`config.mk`:
```
export PLATFORM = sky130hd
export DESIGN_NAME = imem_fetch_ctrl
export DESIGN_NICKNAME = d
export VERILOG_FILES = /design/src/rtl/fetch_pkg.sv /design/src/rtl/fetch_queue.sv /design/src/rtl/imem_fetch_ctrl.sv
export SDC_FILE = /design/constraint.sdc
export NUM_CORES = 1
export LEC_CHECK = 0
export BUFFER_PORTS_ARGS = -buffer_cell sky130_fd_sc_hd__buf_2
export CAP_MARGIN = 40
export CORE_ASPECT_RATIO = 1.75
export CORE_MARGIN = 4
export CORE_UTILIZATION = 57
export CTS_CLUSTER_SIZE = 14
export DETAILED_ROUTE_END_ITERATION = 12
export PLACE_DENSITY_LB_ADDON = 0.08
export RECOVER_POWER = 50
export SLEW_MARGIN = 20
export SYNTH_ARGS = -nofsm -noshare
export SYNTH_HDL_FRONTEND = slang
export SYNTH_HIERARCHICAL = 1
export SYNTH_SLANG_ARGS = --single-unit
```
`constraint.sdc`:
```
create_clock -name clk -period 5.6 [get_ports clk]
set_input_delay 0.28 -clock clk [delete_from_list [all_inputs] [get_ports clk]]
set_output_delay 0.28 -clock clk [all_outputs]
set_load 0.005 [all_outputs]
```
`src/rtl/fetch_pkg.sv`:
```
// fetch_pkg: shared types and defaults for the instruction-fetch sequencer
package fetch_pkg;
  typedef enum logic [1:0] {RUN, HALT, FAULT} fetch_state_e;
  typedef struct packed {
    logic [31:0] pc;
    logic [31:0] instr;
  } fetch_entry_t;
  localparam int Q_DEPTH = 2;
  localparam logic [31:0] RESET_PC = 32'h0000_0000;
endpackage

```
`src/rtl/fetch_queue.sv`:
```
// fetch_queue: 2-entry registered FIFO of {pc, instr} with push/pop/flush; head is entry 0
module fetch_queue
  import fetch_pkg::*;
(
  input  logic         clk,
  input  logic         rst,
  input  logic         flush,
  input  logic         push,
  input  logic         pop,
  input  fetch_entry_t din,
  output fetch_entry_t head,
  output logic [1:0]   count
);
  fetch_entry_t e1;
  always_ff @(posedge clk) begin
    if (rst || flush) count <= 2'd0;
    else begin
      count <= count + {1'b0, push} - {1'b0, pop};
      // entry 0 only refills when it is empty or consumed; stale writes to empty slots are harmless
      if (pop || count == 2'd0) head <= (pop && count == 2'd2) ? e1 : din;
      if (push) e1 <= din;
    end
  end
endmodule

```
`src/rtl/imem_fetch_ctrl.sv`:
```
// imem_fetch_ctrl: PC/FSM sequencer feeding IF/ID through a 2-entry prefetch queue.
// Optional FETCH_FAULT_EN adds a FAULT state for misaligned targets and out-of-range fetches.
module imem_fetch_ctrl #(
`ifdef FETCH_FAULT_EN
  parameter int IMEM_DEPTH = 32,
`endif
  parameter logic [31:0] RESET_PC = fetch_pkg::RESET_PC,
  parameter int Q_DEPTH = fetch_pkg::Q_DEPTH
) (
  input  logic        clk,
  input  logic        rst,
  output logic [31:0] imem_addr,
  input  logic [31:0] imem_instr,
  input  logic        redirect_valid,
  input  logic [31:0] redirect_pc,
  input  logic        halt_req,
  input  logic        resume_req,
  input  logic [31:0] resume_pc,
  output logic        if_valid,
  input  logic        if_ready,
  output logic [31:0] if_instr,
  output logic [31:0] if_pc,
  output logic [31:0] if_pc_plus4,
  output logic        halted,
  output logic        fetch_fault
);
  import fetch_pkg::*;
  fetch_state_e state, state_n;
  logic [31:0] pc, pc_n;
  logic push, pop;
  logic [1:0] count;
  fetch_entry_t head;
`ifdef FETCH_FAULT_EN
  localparam logic [31:0] PC_LIMIT = 32'(IMEM_DEPTH * 4);
`else
  logic unused_low_bits;
  assign unused_low_bits = ^{redirect_pc[1:0], resume_pc[1:0]};
`endif
  assign pop = if_valid && if_ready;
  always_comb begin
    state_n = state;
    pc_n = pc;
    push = 1'b0;
    if (redirect_valid) begin
      pc_n = {redirect_pc[31:2], 2'b00};
      state_n = (state == RUN && halt_req) ? HALT : (state == FAULT ? RUN : state);
`ifdef FETCH_FAULT_EN
      if (redirect_pc[1:0] != 2'b00) state_n = FAULT;
`endif
    end else if (state == RUN && halt_req) state_n = HALT;
    else if (state == HALT && resume_req) begin
      pc_n = {resume_pc[31:2], 2'b00};
      state_n = RUN;
`ifdef FETCH_FAULT_EN
      if (resume_pc[1:0] != 2'b00) state_n = FAULT;
`endif
    end else if (state == RUN && (count != 2'(Q_DEPTH) || pop)) begin
`ifdef FETCH_FAULT_EN
      if (pc >= PC_LIMIT) state_n = FAULT;
      else
`endif
      begin
        push = 1'b1;
        pc_n = pc + 32'd4;
      end
    end
  end
  always_ff @(posedge clk) begin
    if (rst) begin
      state <= RUN;
      pc <= RESET_PC;
    end else begin
      state <= state_n;
      pc <= pc_n;
    end
  end
  fetch_queue u_queue (
    .clk   (clk),
    .rst   (rst),
    .flush (redirect_valid),
    .push  (push),
    .pop   (pop),
    .din   ('{pc: pc, instr: imem_instr}),
    .head  (head),
    .count (count)
  );
  assign imem_addr = pc;
  assign if_valid = count != 2'd0;
  assign if_pc = if_valid ? head.pc : 32'd0;
  assign if_instr = if_valid ? head.instr : 32'd0;
  assign if_pc_plus4 = if_valid ? head.pc + 32'd4 : 32'd0;
  assign halted = state == HALT && !if_valid;
`ifdef FETCH_FAULT_EN
  assign fetch_fault = state == FAULT;
`else
  assign fetch_fault = 1'b0;
`endif
endmodule

```
=== Word-level counts from Yosys, hierarchy flattened ===
Index checks and enable logic that the tools add are counted.

* Register bits after elaboration: 164
* Latch bits: 0
* RAM bits: 0
* Bits in read-only memories: 0
* Input bits: 102
* Memories kept: 0

* $add $sub $neg: 4
* Multipliers: 0
* Div/mod/pow operators: 0
* Order comparisons: 0
* Eq/ne operators: 6
* Shift-type cells: 0
* Muxes and demuxes: 17
* Bitwise operators: 2
* Reductions and logical operators: 22

{| class="wikitable"
|+ Operators with widths
! cell !! number
|-
| two-way mux 32 bit || 7
|-
| adder 32 x 3 -> 32 bit, second input constant || 2
|-
| two-way mux 64 bit || 1
|-
| two-way mux 2 bit || 5
|-
| AND reduction 2 bit || 5
|-
| logical AND 1 bit || 6
|-
| nonzero test 3 bit || 2
|-
| equality test 2 bit, second input constant || 2
|-
| zero test 2 bit || 2
|-
| two-way mux 1 bit || 4
|-
| != test 2 bit, second input constant || 2
|-
| nonzero test 2 bit || 2
|-
| logical OR 1 bit || 3
|-
| != test 3 x 1 -> 1 bit, second input constant || 1
|-
| adder 2 x 1 -> 2 bit || 1
|-
| equality test 2 x 1 -> 1 bit, second input constant || 1
|-
| inverter 1 bit || 2
|-
| OR reduction 2 bit || 1
|-
| subtractor 2 x 1 -> 2 bit || 1
|-
| zero test 1 bit || 1
|}

=== Depth between registers and ports, before layout ===
Gate-level depths: netlist of run 1.

* Word-level depth: 10
* Mapped depth: 9
* Gate-level depth less buffers: 8

=== Modules after synthesis ===
Netlist of run 1, hierarchy kept.

{| class="wikitable"
|+ By module, submodules not included
! module !! times used !! cells each !! area an instance (sq um) !! seq. area each (sq um)
|-
| fetch_queue || 1 || 213 || 5056.1 || 3883.7
|-
| imem_fetch_ctrl || 1 || 536 || 3522.1 || 660.6
|}

=== Least setup slack after synthesis of run 1 ===
OpenSTA, ideal clock, no wires.

* Path kind: reg-to-reg
* From: reg state[0]
* To: reg u_queue/e1[0] (netlist name), enable pin
* Setup time: 0.429 ns
* Arrival: 2.674 ns
* Required time: 5.171 ns
* Setup slack: 2.497 ns
* Cell stages (with the launch flop): 5
* Path through: dfxtp_1 clkbuf_1 or3_1 nor2_1 and2_1

* Longest elaborated chain between the ends: 7

{| class="wikitable"
|+ RTL lines
! element !! RTL line !! source
|-
| from (decl) || imem_fetch_ctrl.sv:28 || <nowiki>fetch_state_e state, state_n;</nowiki>
|-
| from (signal assigned) || imem_fetch_ctrl.sv:73 || <nowiki>state <= state_n;</nowiki>
|-
| zero test 2 bit || imem_fetch_ctrl.sv:50, imem_fetch_ctrl.sv:57 ||
|-
| logical AND 1 bit || imem_fetch_ctrl.sv:57 || <nowiki>end else if (state == RUN && (count != 2'(Q_DEPTH) || pop)) begin</nowiki>
|-
| two-way mux 1 bit || imem_fetch_ctrl.sv:57 ||
|-
| two-way mux 1 bit || imem_fetch_ctrl.sv:51 || <nowiki>else if (state == HALT && resume_req) begin</nowiki>
|-
| two-way mux 1 bit (*) || imem_fetch_ctrl.sv:50 || <nowiki>end else if (state == RUN && halt_req) state_n = HALT;</nowiki>
|-
| two-way mux 1 bit (*) || imem_fetch_ctrl.sv:44 || <nowiki>if (redirect_valid) begin</nowiki>
|-
| named net push || imem_fetch_ctrl.sv:30 || <nowiki>logic push, pop;</nowiki>
|-
| AND reduction 2 bit (no line) (*) || - ||
|-
| to (signal assigned) || fetch_queue.sv:21 || <nowiki>if (push) e1 <= din;</nowiki>
|-
| to (decl) || fetch_queue.sv:14 || <nowiki>fetch_entry_t e1;</nowiki>
|}

The timed path passes the listed nets; every way through them passes the cells marked *.
A chain may end at the register's enable or synchronous reset.

=== Worst setup path in the final report of run 1 ===
* From: reg u_queue.count[1]
* To: reg u_queue/head[6] (netlist name)

* Longest elaborated chain between the ends: 4

{| class="wikitable"
|+ RTL lines
! element !! RTL line !! source
|-
| from (decl) || fetch_queue.sv:12 || <nowiki>output logic [1:0] count</nowiki>
|-
| from (signal assigned) || fetch_queue.sv:18 || <nowiki>count <= count + {1'b0, push} - {1'b0, pop};</nowiki>
|-
| nonzero test 2 bit || imem_fetch_ctrl.sv:88 || <nowiki>assign if_valid = count != 2'd0;</nowiki>
|-
| logical AND 1 bit || imem_fetch_ctrl.sv:39 || <nowiki>assign pop = if_valid && if_ready;</nowiki>
|-
| named net pop || imem_fetch_ctrl.sv:30 ||
|-
| logical OR 1 bit || fetch_queue.sv:20 || <nowiki>if (pop || count == 2'd0) head <= (pop && count == 2'd2) ? e1 : din;</nowiki>
|-
| AND reduction 2 bit (no line) || - ||
|}

The timed path passes the listed nets, and every way through them passes these cells.

==> results.md, run 1 <==
* DR DRC count at 0
* Sink Count at 163
* H-tree Lvls at 4
* Number of cell rows at 59
* Die width at 101 um
* Clk Latency, worst-skew pair at 0.42 ns
* Number of synthesized register bits at 163
* Crit-path max FO at 64
* Post-CTS Setup Repair Bufs at 0
* Wire per inst at 18.2 um
* Nets at 1069
* Slew Viols, Final at 65
* Crit path max-delay cell type: clkbuf_1
* ANT cells at 0
* Mapped Avg Cell Area at 11.5 um2
* Via count of the first global-routing pass at 6577
* TNS Setup at 0 ns
* Multi-input gate area at 3660 um2
* Starting Density at 0.578
* Detail Route Antenna Nets at 0
* R2r endpoint: u_queue/head[6]
* R2R cell count at 6
* Die area at 17200 um2
* Hold worst-path end: u_queue/e1[0]
* IO Port Bufs at 227
* Vias post-DR at 6616
* Fmax at 0.283 GHz
* DRT iter0 DRCs at 310
* Syn. warnings at 6
* Final Power at 2.85 mW
* Setup WS pre-CTS at 2.64 ns
* Fill cells at 1191
* Period utilisation layout at 0.630
* Post-synth ARST share at 0
* Final setup fails at 0
* Total gr overflow at 0
* Top_reg_cell synth: edfxtp_1
* Core ar. at 14800 um2
* Critical Path End Type: register
* R2R setup slack at 2.07 ns
* Synth Instances at 749
* Register area at 4540 um2
* Worst VDD drop at 202 uV
* Pwr Density at 278 nW/um2
* CTS Hold Bufs at 0
* Die height at 170 um
* Endpoints failing hold at 0
* Final Util at 0.690
* Failing checks: max-capacitance violations, max-slew violations
* Hold_sp: imem_instr[0]
* Slew HR at -0.0476
* Syn Nets at 855
* RSZ-0062 raised after global routing: false
* Crit start category: register
* Synthesis-to-layout area growth at 19.3%
* # IOs at 233
* Minimum clock period at 3.53 ns
* Worst hold path stage count at 1
* Crit path kind: reg2reg
* GPL Wtd Cong at 0.888
* Largest net degree at the start of global routing at 66
* Drt pass-1 iters at 7
* GR Util All Layers at 0.245
* Most frequent cells in the layout: buf_2, edfxtp_1, nor2_1
* Worst Hold Class: in2reg
* CP delay by family, top: buffers and inverters
* CP bufs+invs at 3
* Mapped cell area at 8580 um2
* Outcome: finished with violations
* Max cap viols at 1
* CTS max path bufs at 2
* Register area share after synthesis at 0.530
* Req. time, crit path at 5.44 ns
* P_leak at 4.22 nW
* Dpl hpwl at 15300 um
* CP cell instances: nor2_2, clkbuf_1, inv_1, and2_0, o21a_2, clkbuf_2
* EDFF count, synth at 128
* Routed Wire Length at 21100 um
* Initial antenna violation count at 0
* First-pass GRT wire length at 33100 um
* CTS Root Cell: clkbuf_16
* CTS tree: done
* Share of layout cells above drive strength 1 at 0.285
* Distinct cells, synth at 62
* R2R Path Start: u_queue/count[1]
* CP peak stage delay at 1.00 ns
* Commonest non-fill, non-tap cell in the layout: buf_2
* DR vias/cell at 5.71
* Setup ws final at 2.07 ns
* Worst Path Arrival at 3.37 ns
* Clock Skew at 0.0117 ns
* Clock transition at the registers of the reported paths at 0.07 ns
* Post_cts resized at 0
* Worst-Margin Slew at 1.57 ns
* CTS Buf Count at 17
==> cell type report <==
| class | count | area share |
|---|---|---|
| flip-flops and latches | 163 | 0.444 |
| multi-input cells | 527 | 0.358 |
| repair buffers | 241 | 0.117 |
| clock buffers | 18 | 0.0429 |
| well taps | 183 | 0.0224 |
| clock inverters | 14 | 0.0115 |
| inverters | 13 | 0.00477 |
==> synthesized netlist by cell type, types with 3 or more instances <==
cell type / number / area share
edfxtp_1: 128 / 0.45
nor2_1: 90 / 0.039
and2_1: 70 / 0.051
mux2_4: 60 / 0.11
nand2_1: 43 / 0.019
dfxtp_1: 35 / 0.082
clkbuf_1: 29 / 0.013
o21ai_0: 26 / 0.015
nand3_1: 24 / 0.014
nor3_1: 23 / 0.013
xor2_1: 22 / 0.022
a21oi_1: 21 / 0.012
xnor2_1: 16 / 0.016
inv_1: 13 / 0.0057
nand4_1: 13 / 0.0095
nor4_1: 10 / 0.0073
a211oi_1: 9 / 0.0079
a221oi_1: 9 / 0.0092
o21a_1: 8 / 0.0070
and3_1: 6 / 0.0044
buf_12: 6 / 0.014
or4_1: 6 / 0.0053
a31oi_1: 5 / 0.0036
and4_1: 5 / 0.0051
o31ai_1: 5 / 0.0044
or3_1: 5 / 0.0036
buf_1: 4 / 0.0017
ha_1: 4 / 0.0058
mux2_2: 4 / 0.0053
buf_4: 3 / 0.0026
nor2b_1: 3 / 0.0022
o21bai_1: 3 / 0.0026
o32ai_1: 3 / 0.0031
==> worst max-delay path by stage <==
stage                                start               to  slack [ns]  cells past startpoint
after detailed placement    redirect_valid   u_queue/e1[15]        2.64                      6
after CTS                 u_queue/head[39]  if_pc_plus4[31]        2.59                      6
after floorplan                   state[0]    u_queue/e1[0]        2.50                      4
after global placement      redirect_valid   u_queue/e1[11]        2.48                      5
final                     u_queue/count[1]  u_queue/head[6]        2.07                      6
after global routing      u_queue/count[1]  u_queue/head[6]        1.75                      6
==> power breakdown <==
part / internal [mW] / switching (mW) / leakage (nW)
sequential: 1.37 / 0.0630 / 1.48
combinational: 0.150 / 0.164 / 2.46
clock: 0.596 / 0.505 / 0.283
==> per-layer routing <==
layer  vias to the layer above  part of all wire  GRT usage
met1                      3114              0.37      0.282
li1                       3164                 -          -
met4                         0             0.023      0.103
met2                       304              0.53      0.440
met3                        34             0.074     0.0422
met5                         -                 0          0
==> flip-flops by register name, indices dropped and copies added, names as in the netlist <==
| name | flops |
|---|---|
| u_queue/count | 2 |
| u_queue/head | 64 |
| u_queue/e1 | 64 |
| state | 1 |
| imem_addr | 32 |
==> kinds of logic (layout without fill, tap and decap cells) <==
| logic type | count (synthesis) | count (layout) | share of synthesized area |
|---|---|---|---|
| flip-flops | 163 | 163 | 0.530 |
| buffers and inverters | 59 | 286 | 0.0398 |
| AND/OR/NAND/NOR | 312 | 312 | 0.189 |
| multiplexers | 64 | 64 | 0.110 |
| XOR/XNOR | 39 | 39 | 0.0414 |
| adder cells (fa/ha/maj) | 4 | 4 | 0.00583 |
| other | 1 | 1 | 0.000437 |
| AO/OA/AOI/OAI | 107 | 107 | 0.0833 |
==> per-stage QoR <==
stage               instance area [um2]  cells  hold slack [ns]
finish                            10200   1159           0.0479
global route                      10200   1159           0.0346
CTS                               10400   1158           0.0293
detailed placement                 9820   1126            0.474
global placement                   9740   1120            0.474
floorplan                          8580    749            0.357
No activity file was read; power rests on OpenSTA's default activity.
==> run 2, diff against run 1 <==
- CORE_UTILIZATION: 57 -> 48
- clock period: 5.6 -> 2.8 ns (I/O delays scaled with it)
==> run 2 against run 1 <==
Net effect:
- the run now ends clean
- clock power rose by 110%
- wire length barely moved
- via count fell by 0.32%
- worst hold slack got worse by 0.029 ns
- setup slack got worse by 1.8 ns
- sequential share of layout area fell by 1.9 points
- sequential cell count did not move
- power rose by 100%
- register-to-register slack got worse by 1.7 ns
- critical path depth did not move
- core utilization fell by 8.0 points
- largest cell class unchanged
- highest routed layer unchanged
==> results.md, run 2 (synthesis gave the netlist of run 1 again) <==
* Outcome: finished clean
* Slew HR at 0.243
* R2R Path Start: imem_addr[4]
* Crit-path max FO at 6
* Clock Skew at 0.0124 ns
* Nets at 1115
* Share of layout cells above drive strength 1 at 0.261
* Sink Count at 163
* Req. time, crit path at 2.66 ns
* IO Port Bufs at 227
* CTS Buf Count at 17
* Crit path kind: reg2out
* Endpoints failing hold at 0
* Total gr overflow at 0
* RSZ-0062 raised after global routing: false
* First-pass GRT wire length at 32800 um
* Critical Path End Type: output pin
* Pwr Density at 542 nW/um2
* Clk Latency, worst-skew pair at 0.43 ns
* ANT cells at 0
* Detail Route Antenna Nets at 0
* Setup ws final at 0.226 ns
* Die width at 109 um
* Worst Hold Class: in2reg
* Crit start category: register
* Via count of the first global-routing pass at 6406
* # IOs at 233
* DR DRC count at 0
* CTS max path bufs at 2
* Commonest non-fill, non-tap cell in the layout: buf_2
* GR Util All Layers at 0.210
* Final Power at 5.79 mW
* P_leak at 4.31 nW
* Max cap viols at 0
* Top Metal Used: met4
* DRT iter0 DRCs at 316
* Final setup fails at 0
* Setup WS pre-CTS at 0.380 ns
* Number of cell rows at 64
* Worst-Margin Slew at 1.14 ns
* Vias post-DR at 6595
* GPL Wtd Cong at 0.850
* CTS tree: done
* Die height at 185 um
* R2r endpoint: imem_addr[25]
* Drt pass-1 iters at 5
* DR vias/cell at 5.26
* Most frequent cells in the layout: buf_2, edfxtp_1, nor2_1
* Clock transition at the registers of the reported paths at 0.07 ns
* Minimum clock period at 2.57 ns
* Slew Viols, Final at 0
* Worst Path Arrival at 2.43 ns
* Worst VDD drop at 364 uV
* Die area at 20200 um2
* Starting Density at 0.489
* Met2 wire length at 11200 um
* R2R cell count at 5
* CP Launch Point: u_queue/head[39]
* Dpl hpwl at 15400 um
* Worst setup path endpoint: if_pc_plus4[31]
* Initial antenna violation count at 0
* Largest net degree at the start of global routing at 66
* Met3 WL at 1160 um
* Fmax at 0.388 GHz
* TNS Setup at 0 ns
* Period utilisation layout at 0.919
* Post_cts resized at 0
* R2R setup slack at 0.35 ns
* CTS Root Cell: clkbuf_16
* H-tree Lvls at 4
* Routed Wire Length at 21100 um
* Routed length on met1 at 8230 um
* Core ar. at 17500 um2
* Synthesis-to-layout area growth at 24.7%
* Wire per inst at 16.8 um
[run 2: repair_timing]
action,4_1_cts,5_1_grt
endpoints found under the hold margin,36,0
hold buffers,37,0
setup buffers,0,0
[run 2: how the worst min path moves through the flow]
stage,to,cells past startpoint,from
after global routing,imem_addr[2],3,redirect_pc[2]
after floorplan,u_queue/count[1],1,rst
after global placement,u_queue/e1[31],1,imem_instr[31]
after CTS,imem_addr[14],3,resume_pc[14]
final,imem_addr[2],3,redirect_pc[2]
after detailed placement,u_queue/e1[0],1,imem_instr[0]
[run 2: metrics by stage]
stage	utilization	hold WS (ns)	std cells	instance area, um2
finish	0.610	0.0185	1253	10700
global route	0.610	0.0196	1253	10700
CTS	0.622	0.00326	1253	10900
detailed placement	0.568	0.333	1184	9960
global placement	0.568	0.334	1184	9960
floorplan	-	0.217	749	8580
[run 2: report_power, final]
group | total, mW | leakage, nW | internal [mW] | switching, mW
clock network | 2.27 | 0.281 | 1.19 | 1.07
logic | 0.674 | 2.54 | 0.332 | 0.342
registers | 2.85 | 1.48 | 2.74 | 0.117
total | 5.79 | 4.31 | 4.26 | 1.53
[run 2: area by class of cell]
class	instances	area [um2]
Timing Repair Buffer	287	1620
Tap cell	231	289
Inverter	13	48.8
Sequential cell	163	4540
Multi-Input combinational cell	527	3610
Clock buffer	17	425
Fill cell	1578	6840
Clock inverter	15	156
[run 2: per-layer routing]
metal	vias to the layer above	track usage
met2	219	0.371
li1	3261	-
met5	-	0
met4	0	0.0859
met3	32	0.0419
met1	3083	0.246
[run 2: critical path: stages (launching register included)]
cell      delay [ns]
edfxtp_1        0.45
nand4_1         0.25
nor3_2          0.32
nand4_1         0.28
or4_1           0.53
nand2_1         0.08
buf_2           0.11
==> run 3, diff against run 2 <==
- CORE_UTILIZATION: 48 -> 53
- clock period: 2.8 -> 2.9 ns (I/O delays scaled with it)
==> run 3 against run 2 <==
Net effect:
- non-clock buffer count fell by 9
- count of clock-buffer cells in the layout rose by 1
- clock power fell by 7%
- the flow now finishes with violations (max-capacitance violations, max-slew violations)
- clock skew rose by 0.0022 ns
- sequential power fell by 3%
- highest routed layer unchanged
- design area fell by 1.8%
- largest power group unchanged
- die area fell by 8.9%
- combinational power fell by 5.6%
- first-iteration DRC count fell by 15%
- largest cell class unchanged
- wire length rose by 2.7%
==> results.md, run 3 (synthesis gave the netlist of run 1 again) <==
* Failing checks: max-capacitance violations, max-slew violations
* R2r endpoint: imem_addr[30]
* Number of cell rows at 61
* Critical Path End Type: output pin
* P_leak at 4.27 nW
* Worst Hold Class: in2reg
* Die area at 18400 um2
* CTS max path bufs at 2
* Period utilisation layout at 0.912
* Placed instance area at 9860 um2
* Vias post-DR at 6824
* Endpoints failing hold at 0
* Req. time, crit path at 2.76 ns
* Synthesis-to-layout area growth at 22.4%
* Crit-path max FO at 6
* TNS Setup at 0 ns
* Dpl hpwl at 15600 um
* CTS Buf Count at 17
* Drt pass-1 iters at 4
* Crit path kind: reg2out
* CTS Hold Bufs at 32
* Clk Latency, worst-skew pair at 0.42 ns
* Crit start category: register
* First-pass GRT wire length at 34400 um
* Slew Viols, Final at 65
* IO Port Bufs at 227
* GPL Wtd Cong at 0.928
* Clock transition at the registers of the reported paths at 0.07 ns
* Nets at 1106
* CTS Root Cell: clkbuf_16
* R2R setup slack at 0.38 ns
* Hold_sp: redirect_pc[2]
* Die height at 176 um
* Die width at 104 um
* Starting Density at 0.540
* Largest net degree at the start of global routing at 66
* Outcome: finished with violations
* ANT cells at 0
* Post-CTS Setup Repair Bufs at 0
* Worst Path Arrival at 2.50 ns
* Minimum clock period at 2.64 ns
* Worst hold path stage count at 3
* DR DRC count at 0
* Hold worst-path end: imem_addr[2]
* Pwr Density at 525 nW/um2
* Most frequent cells in the layout: buf_2, edfxtp_1, nor2_1
* GR Util All Layers at 0.232
* # IOs at 233
* Total gr overflow at 0
* Cell area after layout at 10500 um2
* DR vias/cell at 5.68
* CTS tree: done
* Via count of the first global-routing pass at 6971
* Post_cts resized at 0
* Final setup fails at 0
* Slew HR at -0.0444
* Wire per inst at 18.0 um
* Share of layout cells above drive strength 1 at 0.257
* Clock Skew at 0.0146 ns
* Worst VDD drop at 420 uV
* R2R cell count at 6
* Detail Route Antenna Nets at 0
* H-tree Lvls at 4
* Initial antenna violation count at 0
* RSZ-0062 raised after global routing: false
* Max cap viols at 1
* Worst-Margin Slew at 1.57 ns
* Routed Wire Length at 21600 um
* DRT iter0 DRCs at 269
* Sink Count at 163
* Commonest non-fill, non-tap cell in the layout: buf_2
* Fmax at 0.378 GHz
* R2R Path Start: imem_addr[2]
* CP Launch Point: u_queue/head[39]
* Core ar. at 15900 um2
## run 3: how the worst max path moves through the flow
| stage | to | slack, ns | depth (start not counted) |
|---|---|---|---|
| final | if_pc_plus4[31] | 0.26 | 6 |
| after global routing | if_pc_plus4[31] | 0.08 | 6 |
| after CTS | if_pc_plus4[31] | 0.20 | 6 |
| after detailed placement | imem_addr[30] | 0.42 | 6 |
| after global placement | imem_addr[25] | 0.51 | 5 |
| after floorplan | u_queue/head[0] | 0.03 | 5 |
## run 3: where the power goes
part | internal (mW) | leakage [nW] | switching [mW]
clock | 1.15 | 0.282 | 0.960
sequential | 2.64 | 1.48 | 0.120
combinational | 0.304 | 2.50 | 0.333
## run 3: area by class of cell
class	instances	area, um2
fill	1325	5370
sequential	163	4540
multi-input combinational	527	3590
timing repair buffer	278	1530
clock buffer	18	439
tap	189	236
clock inverter	14	120
inverter	13	48.8
## run 3: metrics by stage
step / power, mW / cells / util / setup WS, ns / hold WS, ns
2_1_floorplan: 3.16 / 749 / - / 0.0290 / 0.222
3_3_place_gp: 3.42 / 1138 / 0.621 / 0.511 / 0.340
3_5_place_dp: 3.45 / 1138 / 0.621 / 0.423 / 0.344
4_1_cts: 5.59 / 1202 / 0.677 / 0.200 / 0.0203
5_1_grt: 5.74 / 1202 / 0.661 / 0.0757 / 0.0267
6_report: 5.51 / 1202 / 0.661 / 0.257 / 0.0280
## run 3: worst max-delay path, stage by stage (launching register included)
cell      delay [ns]
edfxtp_1        0.43
nand4_1         0.25
nor3_2          0.44
nand4_1         0.27
or4_1           0.52
nand2_1         0.08
buf_2           0.10
## run 3: routing by layer
metal  GRT usage  vias up  routed length, um
met4       0.104        0                749
li1            -     3239                  -
met5           0        -                  0
met3      0.0509       51               1520
met1       0.262     3217               8090
met2       0.417      317              11300
